`config.mk`:
```
export PLATFORM = sky130hd
export DESIGN_NAME = cam_bien_bang_chuyen_flat
export DESIGN_NICKNAME = d
export VERILOG_FILES = /design/src/rtl/cam_bien_bang_chuyen_if.sv /design/src/rtl/cam_bien_bang_chuyen.sv /design/src/flat_wrapper.sv
export SDC_FILE = /design/constraint.sdc
export NUM_CORES = 1
export LEC_CHECK = 0
export BUFFER_PORTS_ARGS = -buffer_cell sky130_fd_sc_hd__buf_2
export CORE_ASPECT_RATIO = 1.2
export CORE_UTILIZATION = 37
export CTS_CLUSTER_DIAMETER = 80
export DETAILED_ROUTE_END_ITERATION = 10
export SLEW_MARGIN = 20
export SYNTH_ARGS = -nofsm -noshare
export SYNTH_HDL_FRONTEND = slang
export SYNTH_SLANG_ARGS = --single-unit
```
`constraint.sdc`:
```
create_clock -name clk -period 4.7 [get_ports clk]
set_clock_uncertainty 0.15 [all_clocks]
set_input_delay 0.235 -clock clk [delete_from_list [all_inputs] [get_ports clk]]
set_output_delay 0.235 -clock clk [all_outputs]
set_load 0.01 [all_outputs]
```
`src/rtl/cam_bien_bang_chuyen_if.sv`:
```
// Signal bundle between the conveyor front-end and its surroundings:
// raw sensor/button inputs, counter feedback, and the pulse/motor/jam outputs.
interface cam_bien_bang_chuyen_if;
  logic sensor_in;
  logic start_btn;
  logic box_full;
  logic product_pulse;
  logic motor_en;
  logic jam;

  modport master (
    output sensor_in, start_btn, box_full,
    input  product_pulse, motor_en, jam
  );

  modport slave (
    input  sensor_in, start_btn, box_full,
    output product_pulse, motor_en, jam
  );
endinterface

```
`src/rtl/cam_bien_bang_chuyen.sv`:
```
// Conveyor front-end: synchronises and debounces the product sensor, emits one
// count pulse per product, and runs the motor enable with full/jam stop logic.
module cam_bien_bang_chuyen #(
  parameter int DEBOUNCE_CYCLES = 500000,
  parameter int JAM_CYCLES      = 50000000
) (
  input logic              clk,
  input logic              rst,
  cam_bien_bang_chuyen_if.slave bus
);

  localparam int MAX_CYCLES = (DEBOUNCE_CYCLES > JAM_CYCLES) ? DEBOUNCE_CYCLES : JAM_CYCLES;
  localparam int CNT_W      = $clog2(MAX_CYCLES);
  localparam logic [CNT_W-1:0] DEB_LAST = CNT_W'(DEBOUNCE_CYCLES - 1);
  localparam logic [CNT_W-1:0] JAM_LAST = CNT_W'(JAM_CYCLES - 1);

  typedef enum logic [1:0] {S_LOW, S_RISE, S_HIGH, S_FALL} deb_state_t;
  typedef enum logic {STOP, RUN} mot_state_t;

  logic sen_p0, sen_p1;
  logic start_p0, start_p1, start_p2;
  logic s_sen, start_rise;

  deb_state_t       deb_state, deb_next;
  logic [CNT_W-1:0] cnt, cnt_next;
  logic             rise_accept, jam_hit;

  mot_state_t mot_state, mot_next;
  logic       jam_q, jam_next;
  logic       pulse_q, pulse_next;

  // Stage p0/p1: two-flop synchronisers; start_p2 holds the previous s_start for edge detect
  always_ff @(posedge clk or negedge rst) begin
    if (!rst) begin
      sen_p0   <= 1'b0;
      sen_p1   <= 1'b0;
      start_p0 <= 1'b0;
      start_p1 <= 1'b0;
      start_p2 <= 1'b0;
    end else begin
      sen_p0   <= bus.sensor_in;
      sen_p1   <= sen_p0;
      start_p0 <= bus.start_btn;
      start_p1 <= start_p0;
      start_p2 <= start_p1;
    end
  end

  assign s_sen      = sen_p1;
  assign start_rise = start_p1 & ~start_p2;

  always_ff @(posedge clk or negedge rst) begin
    if (!rst) begin
      deb_state <= S_LOW;
      cnt       <= '0;
      mot_state <= STOP;
      jam_q     <= 1'b0;
      pulse_q   <= 1'b0;
    end else begin
      deb_state <= deb_next;
      cnt       <= cnt_next;
      mot_state <= mot_next;
      jam_q     <= jam_next;
      pulse_q   <= pulse_next;
    end
  end

  // The same counter times debounce in S_RISE/S_FALL and the jam window in S_HIGH
  always_comb begin
    deb_next    = deb_state;
    cnt_next    = cnt;
    rise_accept = 1'b0;
    jam_hit     = 1'b0;
    case (deb_state)
      S_LOW: begin
        if (s_sen) begin
          deb_next = S_RISE;
          cnt_next = '0;
        end
      end
      S_RISE: begin
        if (!s_sen) begin
          deb_next = S_LOW;
        end else if (cnt == DEB_LAST) begin
          deb_next    = S_HIGH;
          cnt_next    = '0;
          rise_accept = 1'b1;
        end else begin
          cnt_next = cnt + 1'b1;
        end
      end
      S_HIGH: begin
        jam_hit = (cnt == JAM_LAST);
        if (!s_sen) begin
          deb_next = S_FALL;
          cnt_next = '0;
        end else if (cnt != JAM_LAST) begin
          cnt_next = cnt + 1'b1;
        end
      end
      S_FALL: begin
        if (s_sen) begin
          deb_next = S_HIGH;
          cnt_next = '0;
        end else if (cnt == DEB_LAST) begin
          deb_next = S_LOW;
          cnt_next = '0;
        end else begin
          cnt_next = cnt + 1'b1;
        end
      end
      default: begin
        deb_next = S_LOW;
        cnt_next = '0;
      end
    endcase
  end

  // A jammed line may only restart once the sensor has genuinely cleared (S_LOW)
  always_comb begin
    mot_next   = mot_state;
    jam_next   = jam_q;
    pulse_next = rise_accept && (mot_state == RUN);
    case (mot_state)
      RUN: begin
        if (bus.box_full || jam_hit) begin
          mot_next = STOP;
          jam_next = jam_q | jam_hit;
        end
      end
      STOP: begin
        if (start_rise && !bus.box_full && (!jam_q || deb_state == S_LOW)) begin
          mot_next = RUN;
          jam_next = 1'b0;
        end
      end
      default: mot_next = STOP;
    endcase
  end

  assign bus.product_pulse = pulse_q;
  assign bus.motor_en      = (mot_state == RUN);
  assign bus.jam           = jam_q;

endmodule

```
`src/flat_wrapper.sv`:
```
// flat-port wrapper written by rule: the top's interface ports become plain ports
module cam_bien_bang_chuyen_flat 
#(
  parameter int DEBOUNCE_CYCLES = 500000,
  parameter int JAM_CYCLES      = 50000000
)
  (clk, rst, bus_sensor_in, bus_start_btn, bus_box_full, bus_product_pulse, bus_motor_en, bus_jam);
  cam_bien_bang_chuyen_if bus_i ();
  input logic clk;
  input logic rst;
  input wire logic [$bits(bus_i.sensor_in)-1:0] bus_sensor_in;
  input wire logic [$bits(bus_i.start_btn)-1:0] bus_start_btn;
  input wire logic [$bits(bus_i.box_full)-1:0] bus_box_full;
  output wire logic [$bits(bus_i.product_pulse)-1:0] bus_product_pulse;
  output wire logic [$bits(bus_i.motor_en)-1:0] bus_motor_en;
  output wire logic [$bits(bus_i.jam)-1:0] bus_jam;
  assign bus_i.sensor_in = bus_sensor_in;
  assign bus_i.start_btn = bus_start_btn;
  assign bus_i.box_full = bus_box_full;
  assign bus_product_pulse = bus_i.product_pulse;
  assign bus_motor_en = bus_i.motor_en;
  assign bus_jam = bus_i.jam;
  cam_bien_bang_chuyen #(.DEBOUNCE_CYCLES(DEBOUNCE_CYCLES), .JAM_CYCLES(JAM_CYCLES)) u_core (.clk(clk), .rst(rst), .bus(bus_i));
endmodule
```
==> reports/qor.yml <==
status:
  outcome: "finished clean"
timing:
  tns_ns: 0
  rsz0062_at_grt: "false"
  fin_crit_ns: 2.71
  min_period_over_period_pct: 57.7
  hold_slack_ns: 0.105
  tightest_slew_ns: 0.809
  final-setup-viol-count: 0
  max_freq_mhz: 369
  drv_slew: 0
  relSlewSlack_pct: 46.1
  hold_viol: 0
clock_tree:
  clkTransAtPathRegs_ns: 0.08
  post_cts_buffers: 0
  cts_tree: "yes"
  cts_buffers: 5
  cts_max_level: 2
  clock_latency_ns: 0.29
  clockBufferDepth: 2
  cts.sinks: 36
  cts_root_buffer: "clkbuf_8"
floorplanning:
  die_w_um: 68.6
  die_h_um: 81.9
  start_util_pct: 39.3
  core_area_sq_um: 5010
  rows: 28
  io_pins: 8
  die_area_sq_um: 5620
route:
  wirelength_um: 4160
  initialDrtViolationCount: 94
  wl_per_cell_um: 15.7
  drc: 0
  firstDrtPassIters: 4
  via_per_inst: 5.77
  num_vias: 1528
  ant_nets: 0
setup_path:
  crit_type: "flop to flop"
  endpoint_kind: "flop"
  required_ns: 4.75
  critPathLaunchType: "flop"
  slowest_stage: "a21o_1"
  path_cells: "or3b_1, or3_4, nor4_4, a21o_1, o21ai_1, o31ai_2"
  slowest_delay_ns: 0.61
  path_max_fanout: 20
  critPathArrivalTime_ns: 2.76
layout:
  fin_area_sq_um: 2170
  drive_above_1_share_pct: 16.1
  finalNonFillerCells: 265
  finalNetCount: 210
  diodes: 0
  synthToLayoutAreaGrowth_pct: 10.3
  fillers: 479
grt:
  gr-usage-all-layers_pct: 17.6
  grt_antenna_before_repair: 0
  first_global_vias: 1448
  grt_max_degree: 37
  grt.overflow.total: 0
  grt_pass1_wl_um: 7100
worst_hold_path:
  worstHoldPathType: "input pin to flop"
yosys:
  synthTopCellsByCount: "dfrtp_1 (36), o21ai_1 (17), nand2_1 (14), nand3_1 (14), a21oi_1 (10)"
  synth_top_area_share_pct: 45.7
  synth_edf_count: 0
  syn-num-nets: 203
  syn_inst: 197
  synth_cell_types: 44
  synthTopCellsByArea: "dfrtp_1 (46%), o21ai_1 (4.3%), o31ai_2 (3.8%)"
  netlist_area_sq_um: 1970
  syn_avg_cell_area_sq_um: 10.0
  yosysMostFrequentCell: "dfrtp_1"
  async_flop_share_pct: 100
  synthFlopType: "dfrtp_1"
  ys_seq_area_share_pct: 45.7
  synth_area_leader_cell: "dfrtp_1"
  ys_ff_latch: 36
  synth_warnings: 0
placement:
  gp_congestion: 0.804
  hpwl_um: 2790
  dpl_cell_area_sq_um: 2020
  dpl.cell_count: 254
  portBuffers: 7
flow_run:
  drv_cap: 0
power_and_ir_drop:
  p_leak_uw: 0.000858
  ir_worst_vdd_mv: 0.105
  powerDensity_nw_per_um2: 306
[cell type report]
type / count / area, sq um / area share [%]
tap: 60 / 75.1 / 3.46
inverter: 4 / 15.0 / 0.691
multi-input combinational: 146 / 982 / 45.2
timing repair buffer: 11 / 72.6 / 3.34
clock buffer: 7 / 96.3 / 4.44
sequential: 36 / 901 / 41.5
clock inverter: 1 / 30.0 / 1.38
[flip-flops by register name, indices dropped and copies added (netlist names), named ones only]
name	cells
u_core.bus.jam	1
u_core.bus.motor_en	1
u_core.bus.product_pulse	1
u_core.cnt	26
u_core.deb_state	1
u_core.s_sen	1
u_core.sen_p0	1
u_core.start_p0	1
u_core.start_p1	1
u_core.start_p2	1
[metal layers]
layer | track usage, % | up-vias | routed length, um
li1 | - | 750 | -
met1 | 23.5 | 740 | 2010
met2 | 27.2 | 31 | 1930
met3 | 4.17 | 7 | 145
met4 | 6.88 | 0 | 71
met5 | 0 | - | 0
[worst max-delay path: cells and delay by family, from the launching register on]
family | cells | cell delay [ns]
flip-flops | 1 | 0.44
AO/OA/AOI/OAI | 3 | 0.88
AND/OR/NAND/NOR | 3 | 1.15
[metrics by stage]
stage | utilization (%) | total power, uW | worst slack [ns]
final | 43.4 | 665 | 1.99
after global placement | 40.2 | 368 | 2.04
after floorplan | - | 355 | 2.40
after global routing | 43.4 | 689 | 1.82
after CTS | 43.4 | 669 | 1.99
after detailed placement | 40.2 | 369 | 2.01
[where the power goes]
group | total [uW] | internal, uW | switching (uW)
Sequential | 323 | 316 | 7.53
Combinational | 40.8 | 13.5 | 27.3
Clock | 301 | 187 | 113
[cell usage in the layout, fill, tap and decap left out, types with 2 or more instances in the layout]
cell type and n:
nor3_1 2, nand2b_1 5, clkbuf_8 7, and4_1 4, nand3_1 14, dlygate4sd3_1 3
nand4_1 4, nor4_1 4, a31oi_1 4, o21ai_2 3, nor2b_1 7, and3_1 3
o31ai_1 7, o21ai_1 17, o21ai_0 3, nor2_1 8, xnor2_1 4, a21o_1 2
xor2_1 4, nor4b_1 2, o31ai_2 6, a21oi_1 10, dfrtp_1 36, buf_2 7
nand2_1 14, o41ai_1 3, inv_1 4
[repair_timing]
| action | CTS | global route |
|---|---|---|
| hold buffers | 3 | 0 |
| hold endpoints to repair | 38 | 0 |
| gates resized for setup | 0 | 0 |
[final timing paths]
path	from	to	slack, ns	depth (start not counted)
worst max-delay path	u_core.deb_state[0]	u_core.cnt[4]	1.99	6
worst min-delay path	bus_box_full	u_core.bus.motor_en	0.11	3
worst max register to register	u_core.deb_state[0]	u_core.cnt[4]	1.99	6
worst min register to register	u_core.start_p0	u_core.start_p1	0.21	0
max in group asynchronous	rst	u_core.cnt[13]	3.47	2
min in group asynchronous	rst	u_core.start_p1	0.42	2
[cell families (layout without fill, tap and decap cells)]
group | Yosys count | count (layout) | share of synthesized area, %
compound gates | 59 | 59 | 20.9
xor+xnor | 8 | 8 | 3.56
fa+ha+maj | 1 | 1 | 0.635
buf+inv | 15 | 23 | 4.38
flops | 36 | 36 | 45.7
mux | 2 | 2 | 1.08
simple gates | 76 | 76 | 23.7
Power figures use the tool's default switching activity.
